==> src/rtl/router_arb_pkg.sv <==
// Shared types, defaults and the round-robin pick used by the router channel arbiter.
package router_arb_pkg;

  typedef enum logic {
    ARB_IDLE   = 1'b0,
    ARB_LOCKED = 1'b1
  } arb_state_t;

  localparam int DEF_NUM_PORTS = 4;
  localparam int DEF_CREDITS   = 4;
  localparam int MAX_PORTS     = 16;

  // First set bit of valid, scanning ptr, ptr+1, ... modulo n. Returns 0 when none is set.
  function automatic logic [3:0] rr_pick(input logic [MAX_PORTS-1:0] valid,
                                         input logic [3:0] ptr,
                                         input int n);
    logic [3:0] pick;
    logic       found;
    int         idx;
    pick  = '0;
    found = 1'b0;
    for (int k = 0; k < MAX_PORTS; k++) begin
      idx = (int'(ptr) + k) % n;
      if (k < n && !found && valid[idx[3:0]]) begin
        pick  = idx[3:0];
        found = 1'b1;
      end
    end
    return pick;
  endfunction

endpackage

==> src/rtl/router_credit_counter.sv <==
// Downstream buffer credit counter: saturates at both ends and flags a surplus return.
module router_credit_counter #(
  parameter int CREDITS = 4,
  localparam int CRD_W  = $clog2(CREDITS + 1)
) (
  input  logic             clk,
  input  logic             reset,
  input  logic             dec,
  input  logic             inc,
  output logic [CRD_W-1:0] count,
  output logic             zero,
  output logic             overflow_err
);

  localparam logic [CRD_W-1:0] CRD_MAX = CRD_W'(CREDITS);

  // Count updates; a simultaneous take and return cancel, a surplus return is held and flagged.
  always_ff @(posedge clk) begin
    if (!reset) begin
      count        <= CRD_MAX;
      overflow_err <= 1'b0;
    end else if (dec && !inc) begin
      if (count != '0) count <= count - 1'b1;
    end else if (inc && !dec) begin
      if (count == CRD_MAX) overflow_err <= 1'b1;
      else                  count <= count + 1'b1;
    end
  end

  assign zero = (count == '0);

endmodule

==> src/rtl/router_iack_arbiter.sv <==
// Round-robin output channel arbiter with packet lock, credit tracking and registered IACK pulses.
module router_iack_arbiter
  import router_arb_pkg::*;
#(
  parameter int NUM_PORTS = DEF_NUM_PORTS,
  parameter int CREDITS   = DEF_CREDITS,
  localparam int IDX_W    = $clog2(NUM_PORTS),
  localparam int CRD_W    = $clog2(CREDITS + 1)
) (
  input  logic                 clk,
  input  logic                 reset,
  input  logic [NUM_PORTS-1:0] ivalid,
  input  logic [NUM_PORTS-1:0] itail,
  input  logic                 credit_in,
  output logic [NUM_PORTS-1:0] iack,
  output logic                 ovalid,
  output logic [IDX_W-1:0]     osel,
  output logic                 otail,
  output logic                 busy,
  output logic                 credit_err
);

  localparam logic [IDX_W-1:0] LAST_PORT = IDX_W'(NUM_PORTS - 1);

  arb_state_t           state, state_nxt;
  logic [IDX_W-1:0]     owner, owner_nxt;
  logic [IDX_W-1:0]     rr_ptr, rr_ptr_nxt;
  logic [IDX_W-1:0]     after_owner;
  logic [NUM_PORTS-1:0] iack_nxt;
  logic [CRD_W-1:0]     credits;
  logic                 crd_zero;
  logic                 accept;

  // The ~iack term keeps a flit from being taken twice while the requester retires it.
  assign accept      = (state == ARB_LOCKED) && ivalid[owner] && !crd_zero && !iack[owner];
  assign after_owner = (owner == LAST_PORT) ? '0 : owner + 1'b1;

  router_credit_counter #(.CREDITS(CREDITS)) u_crd (
    .clk          (clk),
    .reset        (reset),
    .dec          (accept),
    .inc          (credit_in),
    .count        (credits),
    .zero         (crd_zero),
    .overflow_err (credit_err)
  );

  // State register: FSM, current owner and round-robin pointer.
  always_ff @(posedge clk) begin
    if (!reset) begin
      state  <= ARB_IDLE;
      owner  <= '0;
      rr_ptr <= '0;
    end else begin
      state  <= state_nxt;
      owner  <= owner_nxt;
      rr_ptr <= rr_ptr_nxt;
    end
  end

  // Next state: grant in IDLE, release the lock once the tail flit is accepted.
  always_comb begin
    state_nxt  = state;
    owner_nxt  = owner;
    rr_ptr_nxt = rr_ptr;
    case (state)
      ARB_IDLE: begin
        if (|ivalid) begin
          owner_nxt = IDX_W'(rr_pick(MAX_PORTS'(ivalid), 4'(rr_ptr), NUM_PORTS));
          state_nxt = ARB_LOCKED;
        end
      end
      ARB_LOCKED: begin
        if (accept && itail[owner]) begin
          state_nxt  = ARB_IDLE;
          rr_ptr_nxt = after_owner;
        end
      end
      default: state_nxt = ARB_IDLE;
    endcase
  end

  // Output decode: one-hot acknowledge toward the current owner on an accept.
  always_comb begin
    iack_nxt = '0;
    if (accept) iack_nxt[owner] = 1'b1;
  end

  // Output register: pulses last one cycle; osel/otail are meaningful only with ovalid.
  always_ff @(posedge clk) begin
    if (!reset) begin
      iack   <= '0;
      ovalid <= 1'b0;
      osel   <= '0;
      otail  <= 1'b0;
    end else begin
      iack   <= iack_nxt;
      ovalid <= accept;
      if (accept) begin
        osel  <= owner;
        otail <= itail[owner];
      end
    end
  end

  assign busy = (state == ARB_LOCKED);

endmodule

==> config.mk <==
export PLATFORM = sky130hd
export DESIGN_NAME = router_iack_arbiter
export DESIGN_NICKNAME = d
export VERILOG_FILES = /design/src/rtl/router_arb_pkg.sv /design/src/rtl/router_credit_counter.sv /design/src/rtl/router_iack_arbiter.sv
export SDC_FILE = /design/constraint.sdc
export NUM_CORES = 1
export LEC_CHECK = 0
export ABC_AREA = 1
export ABC_CLOCK_PERIOD_IN_PS = 5500
export CORE_MARGIN = 1
export CORE_UTILIZATION = 54
export DETAILED_ROUTE_END_ITERATION = 10
export PLACE_DENSITY_LB_ADDON = 0.05
export SYNTH_ARGS = -nofsm -noshare
export SYNTH_HDL_FRONTEND = slang
export SYNTH_SLANG_ARGS = --single-unit
==> constraint.sdc <==
create_clock -name clk -period 5.5 [get_ports clk]
set_input_delay 1.1 -clock clk [delete_from_list [all_inputs] [get_ports clk]]
set_output_delay 1.1 -clock clk [all_outputs]
set_load 0.01 [all_outputs]
==> After elaboration in Yosys (flattened, before gate mapping) <==
Index checks and enable logic that the tools add are counted.
{ "totals": {"ff_bits": 17, "wordCells": 96, "out_inout_bits": 10, "input_bits": 11} }
{ "op_classes": {"n_mux": 37, "n_lt_le_gt_ge": 6, "n_reduce_logical": 29, "n_addsub": 6, "bitwise": 5, "eq_ne": 4} }
{ "ops": {"columns": ["operator", "count"], "rows": [
  ["1-bit 2-to-1 mux", 19],
  ["4-bit by 5-bit < comparator with 1-bit output (second input constant)", 3],
  ["3-bit 2-to-1 mux", 4],
  ["1-bit logical AND", 10],
  ["2-bit 2-to-1 mux", 5],
  ["1-bit binary-select mux with 3-bit select", 3],
  ["1-bit binary-select mux with 2-bit select", 4],
  ["1-bit logical NOT", 7],
  ["2-bit AND reduction", 3],
  ["3-bit AND reduction", 2],
  ["2-bit OR reduction", 3],
  ["2-bit by 5-bit < comparator with 1-bit output (second input constant)", 1],
  ["2-bit by 1-bit adder with 2-bit output (second input constant)", 2],
  ["2-bit adder (second input constant)", 2],
  ["4-bit OR reduction", 1],
  ["3-bit by 1-bit adder with 3-bit output (second input constant)", 1],
  ["1-bit bitwise AND (first input constant)", 3],
  ["3-bit == test (second input constant)", 1],
  ["3-bit logical NOT", 1],
  ["2-bit by 3-bit < comparator with 1-bit output (second input constant)", 1],
  ["3-bit nonzero test", 1],
  ["3-bit by 1-bit subtractor with 3-bit output (second input constant)", 1],
  ["1-bit demux with 2-bit select", 1],
  ["2-bit == test (second input constant)", 1],
  ["6 further kinds", 7]
]} }

==> Logic depth before layout (Yosys ltp) <==
Gate-level depths: netlist of the first run.
{ "logic_depth": {"word_depth": 18, "mapped_depth": 12, "mapped_depth_nobuf": 11} }

==> Modules after synthesis <==
From an unflattened synthesis of the first run, not the netlist that was laid out.
{ "hier_totals": {"cells_unflattened": 176, "area_unflattened_um2": 1121.1} }
{ "modules_own_cells": {"columns": ["module", "instances", "seq_area_each_um2", "cells_per_inst", "area_per_inst_um2"], "rows": [
  ["router_iack_arbiter", 1, 260.2, 138, 857.1],
  ["router_credit_counter", 1, 80.1, 38, 264.0]
]} }

==> Least setup slack after synthesis of the first run <==
OpenSTA, ideal clock, no wires.
{ "synth_path": {"kind": "input to register", "startpoint": "input ivalid[1]", "endpoint": "register u_crd.count[2]", "t_required_ns": 5.379, "stages": 10, "slack_ns": 3.135, "t_arrival_ns": 2.244, "cell_sequence": "nand3_1 > nand3_2 > nand2_4 > nor2_8 > nand2_4 > fa_1 > inv_1 > nand4_1 > nand3_1 > nand3_1"} }
{ "synth_via": {"elab_chain_cells": 9, "elab_cells_between_ends": 13, "cone_classes": "eq/ne: 2; mux: 3; reduce/logical: 8"} }
{ "synth_rtl": {"columns": ["element", "line", "source"], "rows": [
  ["start, declared", "router_iack_arbiter.sv:12", "input logic [NUM_PORTS-1:0] ivalid,"],
  ["1-bit binary-select mux with 2-bit select (*)", "router_iack_arbiter.sv:35", "assign accept = (state == ARB_LOCKED) && ivalid[owner] && !crd_zero && !iack[owner];"],
  ["1-bit 2-to-1 mux (implied by the code) (*)", "router_iack_arbiter.sv:35", null],
  ["1-bit logical AND (*) (3 in a row)", "router_iack_arbiter.sv:35", null],
  ["1-bit logical NOT", "router_credit_counter.sv:24", "end else if (inc && !dec) begin"],
  ["1-bit logical AND", "router_credit_counter.sv:24", null],
  ["2-bit nonzero test (no line)", null, null],
  ["3-bit AND reduction (no line)", null, null],
  ["end signal, assigned", "router_credit_counter.sv:23", "if (count != '0) count <= count - 1'b1;"],
  ["end signal, assigned", "router_credit_counter.sv:26", "else count <= count + 1'b1;"],
  ["end, declared", "router_credit_counter.sv:10", "output logic [CRD_W-1:0] count,"]
]} }
Every way passes the cells marked *; elsewhere a longest branch is shown, timed or not. The select of a mux whose other input is x is not followed.
A chain may end at the register's enable or synchronous reset.

==> Worst setup path in the final report of the first run <==
Ends and elaborated chain as after synthesis.

==> results.md, run 1 <==
* Status: finished clean
* DR pass1 iterations at 4
* Fin. max-slew vios at 0
* Setup ws final at between 2 and 3 ns
* Hold_sp: osel[1]$_SDFFE_PN0N_
* Period minus WS final at between 2 and 3 ns
* Max_cap viols at 0
* Post-CTS setup buffer count at 0
* Ys Warns at 0
* DRC at 0
* Peak VDD IR at between 0.0002 and 0.0003 V
* PortBufs at 20
* Layout Utilization at about three quarters
* Syn_area_per_cell at ~6.8 um2
* Starting Density at about three fifths
* Layout cells sized above 1 at 14.8%
* Hold Buf Count CTS at 0
* Initial DRC count at 11
* Clk pin slew, worst setup/hold paths at 0.11 ns
* Clk sinks at 17
* Die W at 47.1 um
* Commonest cells after routing, fill and taps aside: nand2_1 (43), clkdlybuf4s50_1 (20), inv_1 (18)
* Final ANT Viol Nets at 0
* Post-synth net total at 177
* Final hold violation count at 0
* Fin Hold WS at roughly 0.48 ns
* Wirelength per Cell at between 10 and 15 um
* PD cells at ~330 nW/um2
* FF+latch area at approximately 340 um2
* Root Buffer: clkbuf_4
* Startpoint types: primary input
* Fillers at ~160
* Area Growth Syn to Fin at 22.7%
* Min-delay worst type: register to register
* WP data required at about 5.7 ns
* Slew Limit Headroom at ~73%
* Gr usage total at 25.1%
* Post-route insts no fill at 208
* Largest net degree at the start of global routing at 12
* Max Freq at between 0.3 and 0.4 GHz
* Clk_lat worst skew at a little over 0.3 ns
* Synthesized area at 1100 um2
* Multi-input logic area at roughly 650 um2
* FF-to-FF setup slack at between 3 and 4 ns
* H-tree lvl count at 1
* DPL Wire Length at around 1.9 mm
* Ports at 21
* Worst Setup SP: ivalid[1]
* Detailed-route via count at ~1.1k
* Post-place setup slack at around 2.4 ns
* Unique masters post-synth at 28
* RSZ-0062 raised after global routing: no
* Count of final setup violators at 0
* N_diodes at 0
* GRT overflow at 0
* Post-placement cell count at around 200
* CTS tree: done
* Setup Crit Path Kind: primary input to register
* Clock Path Buffers at 2
* CTS Buf Count at 3
* CP Data Arrival Time at between 2 and 3 ns
* Tightest Pin Transition at between 0.4 and 0.5 ns
* First-pass GRT wire length at 3.84 mm
* Die area at approximately 2200 um2
* Setup TNS at 0 ns
* Synth Instances at between 150 and 200
* Final net count at 200
* Initial antenna violation count at 0
* # resized after CTS at 0
* Clk_skew at between 0.01 and 0.015 ns
* Vias in the first global route at slightly below 1k
* Std cell rows at 15
* Worst Path Max Fanout at 7
* Vias/cell at 5.09
* Die height at between 40 and 50 um
* Most common cell after layout, fill and taps aside: nand2_1
* Core ar. at 1820 um2
* Synth Register Bits at 17
* Leak at approximately 0.63 nW
* Seq/Total Area, Yosys at between 30 and 40%
* Setup crit end kind: register
* Routed wire length at 2.40 mm
* Worst r2r src: owner[0]$_SDFFE_PN0P_
* Crit share post-route at between 40% and 50%
* RePlAce Congestion at around 0.86
==> worst max-delay path, cell delays in order <==
cell and delay [ns]:
clkdlybuf4s50_1 0.52, nand3_1 0.11, nand3_2 0.13, nand2_4 0.07, nor2_8 0.14, nand2_4 0.09, fa_1 0.41, inv_1 0.09
nand4_1 0.09, nand3_1 0.08, nand3_1 0.07
==> layer usage <==
| layer | wire, um | vias up | GRT usage (%) |
|---|---|---|---|
| li1 | - | 550 | - |
| met1 | 1080 | 491 | 28.7 |
| met2 | 1230 | 15 | 45.6 |
| met3 | 75 | 2 | 7.31 |
| met4 | 17 | 0 | 6.86 |
| met5 | 0 | - | 0 |
==> layout make-up <==
| class | count | share of cell area [%] |
|---|---|---|
| Tap cell | 25 | 2.32 |
| Multi-Input combinational cell | 117 | 48.1 |
| Sequential cell | 17 | 25.3 |
| Clock inverter | 1 | 0.558 |
| Inverter | 25 | 7.16 |
| Timing Repair Buffer | 20 | 14.9 |
| Clock buffer | 3 | 1.67 |
==> sequential cells by signal (all words and copies together) (netlist names) <==
| name | cells |
|---|---|
| u_crd.overflow_err | 1 |
| iack | 4 |
| rr_ptr | 2 |
| u_crd.count | 3 |
| otail | 1 |
| ovalid | 1 |
| owner | 2 |
| busy | 1 |
| osel | 2 |
==> power by group <==
part	switching, mW	internal, mW	total, mW
sequential	0.0216	0.143	0.165
combinational	0.123	0.0809	0.204
clock	0.0430	0.0278	0.0708
==> synth_stat cells <==
| master | number | area, um2 |
|---|---|---|
| nand3_4 | 1 | 17.5 |
| nand4_1 | 1 | 6.26 |
| nand3b_1 | 1 | 7.51 |
| nor2_2 | 2 | 12.5 |
| nand2_4 | 2 | 22.5 |
| buf_2 | 1 | 5.00 |
| inv_4 | 1 | 6.26 |
| inv_1 | 18 | 67.6 |
| fa_1 | 1 | 20.0 |
| nor2_1 | 17 | 63.8 |
| o21bai_1 | 1 | 7.51 |
| nor2_8 | 1 | 20.0 |
| nor3_1 | 1 | 5.00 |
| nand2_1 | 43 | 161 |
| nor2_4 | 1 | 11.3 |
| inv_2 | 6 | 22.5 |
| o21a_1 | 1 | 7.51 |
| a21boi_1 | 1 | 7.51 |
| nand3_2 | 5 | 50.1 |
| dfxtp_1 | 17 | 340 |
| buf_4 | 1 | 7.51 |
| a21oi_2 | 1 | 8.76 |
| o21ai_0 | 6 | 30.0 |
| nand2_2 | 3 | 18.8 |
| ha_1 | 4 | 50.1 |
| nand3_1 | 13 | 65.1 |
| o21ai_1 | 1 | 5.00 |
| a21oi_1 | 10 | 50.1 |
==> logic make-up after synthesis <==
group	share of synthesized area [%]
DFF	31.0
adders and majority gates	6.39
AOI/OAI and AO/OA	10.6
and+or+nand+nor	42.1
buffers and inverters	9.92
==> path summary, 6_finish.rpt <==
path                                 endpoint  depth (start not counted)
setup / recovery  u_crd.count[2]$_SDFFE_PN1P_                         11
hold / removal           osel[1]$_SDFFE_PN0N_                          2
setup reg to reg  u_crd.count[2]$_SDFFE_PN1P_                         10
hold reg to reg          osel[1]$_SDFFE_PN0N_                          2
==> stage by stage <==
| step | instance area, um2 | total power [mW] |
|---|---|---|
| 2_1_floorplan | 1100 | 0.314 |
| 6_report | 1350 | 0.439 |
| 4_1_cts | 1350 | 0.442 |
| 5_1_grt | 1350 | 0.473 |
| 3_5_place_dp | 1320 | 0.372 |
| 3_3_place_gp | 1320 | 0.362 |
No activity file was read; power rests on OpenSTA's default activity.
==> run 2: changes to the inputs <==
--- a/config.mk
+++ b/config.mk
@@ -6,9 +6,9 @@
 export NUM_CORES = 1
 export LEC_CHECK = 0
 export ABC_AREA = 1
-export ABC_CLOCK_PERIOD_IN_PS = 5500
+export ABC_CLOCK_PERIOD_IN_PS = 2550
 export CORE_MARGIN = 1
-export CORE_UTILIZATION = 54
+export CORE_UTILIZATION = 51
 export DETAILED_ROUTE_END_ITERATION = 10
 export PLACE_DENSITY_LB_ADDON = 0.05
 export SYNTH_ARGS = -nofsm -noshare
==> constraint.sdc (replaced) <==
create_clock -name clk -period 2.55 [get_ports clk]
set_input_delay 0.51 -clock clk [delete_from_list [all_inputs] [get_ports clk]]
set_output_delay 0.51 -clock clk [all_outputs]
set_load 0.01 [all_outputs]
==> run 2 against run 1 <==
  * Non-clock buffer count did not move
  * Clock power rose by 110%
  * Via count barely moved
  * Worst hold slack improved by 0.0019 ns
  * Core utilization fell by 6.7 points
  * Combinational power rose by 110%
  * Worst setup slack got worse by 2.4 ns
  * First-iteration DRC count rose by 27%
  * Critical path depth did not move
==> results.md, run 2 (same netlist as run 1, synthesis figures left out) <==
* First-pass GRT wire length at approximately 3.9 mm
* Root Buffer: clkbuf_4
* Final net count at 200
* Max_cap viols at 0
* Max reg flops at 4
* Fin Hold WS at between 0.4 and 0.5 ns
* Die area at approximately 2300 um2
* Clock Path Buffers at 2
* WP data required at 2.73 ns
* Most common cell after layout, fill and taps aside: nand2_1
* Die W at roughly 48 um
* Gr usage total at 21.0%
* Setup Crit Path Kind: primary input to register
* Tightest Pin Transition at between 0.3 and 0.4 ns
* H-tree lvl count at 1
* Setup ws final at slightly below 0.4 ns
* GRT overflow at 0
* RSZ-0062 raised after global routing: no
* Worst Path Max Fanout at 7
* Initial DRC count at 14
* Crit share post-route at a little over four fifths
* Setup crit end kind: register
* Core ar. at 2000 um2
* Fin. max-slew vios at 0
* Ports at 21
* Die height at a little under 50 um
* Commonest cells after routing, fill and taps aside: nand2_1 (43), clkdlybuf4s50_1 (20), inv_1 (18)
* Clk_skew at 0.000750 ns
* Top Metal Used: met4
* Most flop-heavy register: iack
* Max Freq at 0.463 GHz
* Routed wire length at 2.24 mm
* Vias/cell at between 5 and 6
* Period minus WS final at around 2.2 ns
* DR pass1 iterations at 4
* Largest stage delay on the critical path at ~0.53 ns
* Post-place setup slack at 0.0718 ns
* Initial antenna violation count at 0
* N_diodes at 0
* Clk pin slew, worst setup/hold paths at ~0.1 ns
* Vias in the first global route at around 980
* Post-CTS setup buffer count at 0
* PortBufs at 20
* Count of final setup violators at 0
* Leak at around 0.63 nW
* Family with the most delay on the worst path: simple AND/OR/NAND/NOR gates
* RePlAce Congestion at between 0.8 and 0.9
* Std cell rows at 16
* Largest regs: iack: 4 flops, u_crd.count: 3 flops
* Final hold violation count at 0
* Min-delay worst type: register to register
* Layout cells sized above 1 at roughly 15%
* Clk_lat worst skew at 0.29 ns
* PD cells at just under 700 nW/um2
* Critical-path top delay cell: clkdlybuf4s50_1
* Critical-path cell list: clkdlybuf4s50_1, nand3_1, nand3_2, inv_2, nor2_8, nand2_4, fa_1, inv_1, nand4_1, nand3_1, nand3_1
* Detailed-route via count at ~1.1k
* Slew Limit Headroom at between 70% and 80%
* Final ANT Viol Nets at 0
* Area Growth Syn to Fin at 22.7%
* Setup TNS at 0 ns
* Fillers at between 150 and 200
* Starting Density at between 50 and 60%
* CP Data Arrival Time at around 2.3 ns
* Largest net degree at the start of global routing at 11
* Peak VDD IR at between 0.0004 and 0.0005 V
* CTS Buf Count at 3
* Startpoint types: primary input
* # resized after CTS at 0
* DPL Wire Length at approximately 1.8 mm
* Hold Buf Count CTS at 0
* CTS tree: done
* Met3 wire len at around 110 um
* WL met2 at roughly 1.1 mm
* Metal-1 WL at approximately 1.0 mm
* Layout Utilization at about 67%
* Clk sinks at 17
* Buf/Inv on CP at 3
* Status: finished clean
* DRC at 0
* Wirelength per Cell at 10.7 um
* Most frequent cell on the critical path: nand3_1
[run 2: area by class of cell]
cell class / instances / area, um2 / share of cell area [%]
Inverter: 25 / 96.3 / 7.16
Sequential cell: 17 / 340 / 25.3
Clock buffer: 3 / 22.5 / 1.67
Multi-Input combinational cell: 117 / 648 / 48.1
Timing Repair Buffer: 20 / 200 / 14.9
Clock inverter: 1 / 5.00 / 0.372
Tap cell: 27 / 33.8 / 2.51
[run 2: layer usage]
metal  vias to the layer above  global-route usage [%]
li1                        553                       -
met1                       477                    24.2
met2                        22                    39.4
met3                         5                    2.83
met4                         0                    7.35
met5                         -                       0
[run 2: final timing paths]
| check | end | from | slack, ns | depth (start not counted) |
|---|---|---|---|---|
| hold / removal | u_crd.overflow_err$_SDFFE_PN0P_ | u_crd.overflow_err$_SDFFE_PN0P_ | 0.48 | 1 |
| hold reg to reg | u_crd.overflow_err$_SDFFE_PN0P_ | u_crd.overflow_err$_SDFFE_PN0P_ | 0.48 | 1 |
| setup reg to reg | u_crd.count[2]$_SDFFE_PN1P_ | owner[0]$_SDFFE_PN0P_ | 0.54 | 10 |
| setup / recovery | u_crd.count[2]$_SDFFE_PN1P_ | ivalid[3] | 0.39 | 11 |
[run 2: power breakdown]
part	switching, mW	internal [mW]	total [mW]
Sequential	0.0457	0.309	0.355
Combinational	0.261	0.174	0.435
Clock	0.0898	0.0584	0.148
Total	0.396	0.542	0.938
[run 2: per-stage QoR]
stage	cells	power, mW	area [um2]
finish	210	0.938	1350
CTS	210	0.942	1350
global route	210	1.02	1350
global placement	206	0.781	1320
detailed placement	206	0.794	1320
floorplan	161	0.677	1100
==> run 3: changes to the inputs <==
--- a/config.mk
+++ b/config.mk
@@ -6,9 +6,9 @@
 export NUM_CORES = 1
 export LEC_CHECK = 0
 export ABC_AREA = 1
-export ABC_CLOCK_PERIOD_IN_PS = 2550
+export ABC_CLOCK_PERIOD_IN_PS = 1750
 export CORE_MARGIN = 1
-export CORE_UTILIZATION = 51
+export CORE_UTILIZATION = 46
 export DETAILED_ROUTE_END_ITERATION = 10
 export PLACE_DENSITY_LB_ADDON = 0.05
 export SYNTH_ARGS = -nofsm -noshare
==> constraint.sdc (replaced) <==
create_clock -name clk -period 1.75 [get_ports clk]
set_input_delay 0.35 -clock clk [delete_from_list [all_inputs] [get_ports clk]]
set_output_delay 0.35 -clock clk [all_outputs]
set_load 0.01 [all_outputs]
==> run 3 against run 2 <==
  * Register-to-register slack lost 0.47 ns
  * Final area grew 15%
  * Clock skew up 0.0030 ns
==> results.md, run 3 (same netlist as run 1, synthesis figures left out) <==
* Detailed-route via count at about 1.1k
* Largest net degree at the start of global routing at 11
* Initial DRC count at 11
* CTS tree: done
* Final hold violation count at 0
* RePlAce Congestion at roughly 0.77
* Die area at roughly 2600 um2
* Tightest Pin Transition at about 0.43 ns
* Root Buffer: clkbuf_4
* Max reg flops at 4
* Post-route design area at around 1600 um2
* Max Freq at roughly 0.59 GHz
* Post-place setup slack at -0.386 ns
* Peak VDD IR at 0.000734 V
* N_diodes at 0
* Routed wire length at 2.71 mm
* Status: finished clean
* Clk sinks at 17
* PortBufs at 20
* Starting Density at between 40% and 50%
* Setup crit end kind: register
* Clk_skew at between 0.003 and 0.004 ns
* Die W at between 50 and 60 um
* Clock Path Buffers at 2
* Fin. max-slew vios at 0
* Fillers at between 150 and 200
* Most flop-heavy register: iack
* DR pass1 iterations at 4
* Clk_lat worst skew at 0.30 ns
* Ports at 21
* Period minus WS final at around 1.7 ns
* Vias/cell at between 4 and 5
* Setup TNS at 0 ns
* Placed Area at roughly 1400 um2
* GRT overflow at 0
* Clk pin slew, worst setup/hold paths at 0.10 ns
* Initial antenna violation count at 0
* Gr usage total at between 20% and 30%
* CP Data Arrival Time at approximately 1.9 ns
* Layout cells sized above 1 at 28.4%
* Core ar. at roughly 2200 um2
* Worst Path Max Fanout at 5
* Most common cell after layout, fill and taps aside: nand2_1
* Crit share post-route at a little over nine tenths
* Startpoint types: register
* Final ANT Viol Nets at 0
* H-tree lvl count at 1
* First-pass GRT wire length at between 4 and 5 mm
* Setup ws final at 0.0682 ns
* Area Growth Syn to Fin at 41.4%
* Die height at 50.8 um
* PD cells at approximately 1000 nW/um2
* Max_cap viols at 0
* Min-delay worst type: register to register
* Count of final setup violators at 0
* Std cell rows at 17
* DRC at 0
* Vias in the first global route at 1074
* WP data required at slightly below 2 ns
* Largest regs: iack: 4 flops, u_crd.count: 3 flops
* Fin Hold WS at about 0.47 ns
* Final net count at about 220
* Commonest cells after routing, fill and taps aside: nand2_1 (43), buf_4 (21), inv_1 (17)
* Leak at about 0.75 nW
* Wirelength per Cell at approximately 12 um
* Slew Limit Headroom at a little under three quarters
* CTS Buf Count at 3
* DPL Wire Length at 2.05 mm
* Setup Crit Path Kind: register to register
-- run 3: per-layer routing --
layer | track usage (%) | up-vias | share of wire (%) | wire length, um
met5 | 0 | - | 0 | 0
met4 | 11.6 | 0 | 1.8 | 48
met3 | 1.79 | 5 | 1.7 | 46
met2 | 41.8 | 15 | 50 | 1360
met1 | 27.0 | 513 | 46 | 1250
li1 | - | 588 | - | -
-- run 3: where the power goes --
part | internal (mW) | total, mW | switching (mW)
sequential | 0.458 | 0.519 | 0.0609
clock | 0.0891 | 0.222 | 0.133
combinational | 0.364 | 0.807 | 0.443
-- run 3: critical path, stage by stage (launching register included) --
cell and delay (ns):
dfxtp_4 0.41, nand3_1 0.12, nand3_2 0.11, inv_2 0.06, nor2_8 0.11, nand2_4 0.06
fa_2 0.38, inv_2 0.07, nand4_1 0.09, nand3_1 0.10, nand3_1 0.07
-- run 3: final timing paths --
path	to	start	cells after the start	slack, ns
worst min-delay path	u_crd.overflow_err$_SDFFE_PN0P_	u_crd.overflow_err$_SDFFE_PN0P_	1	0.47
worst max register to register	u_crd.count[2]$_SDFFE_PN1P_	owner[0]$_SDFFE_PN0P_	10	0.07
worst max-delay path	u_crd.count[2]$_SDFFE_PN1P_	owner[0]$_SDFFE_PN0P_	10	0.07
worst min register to register	u_crd.overflow_err$_SDFFE_PN0P_	u_crd.overflow_err$_SDFFE_PN0P_	1	0.47
-- run 3: final cells by class --
cell class	instances	area, um2	share of cell area [%]
Inverter	25	98.8	6.37
Multi-Input combinational cell	117	684	44.1
Sequential cell	17	350	22.6
Clock buffer	4	26.3	1.69
Timing Repair Buffer	41	357	23.0
Tap cell	28	35.0	2.26
-- run 3: per-stage QoR --
step,util (%),cells,total power [mW]
floorplan,-,161,0.986
global placement,64.5,223,1.21
detailed placement,64.5,223,1.24
CTS,66.1,228,1.48
global route,69.5,232,1.65
finish,69.5,232,1.55
-- run 3: timing repair --
| item | in CTS | in global routing |
|---|---|---|
| buffers inserted | 1 | 4 |
| resized for setup | 5 | 15 |
| setup endpoints to repair | 1 | 2 |
| pin swaps | 2 | 6 |
| hold buffers | 0 | 0 |
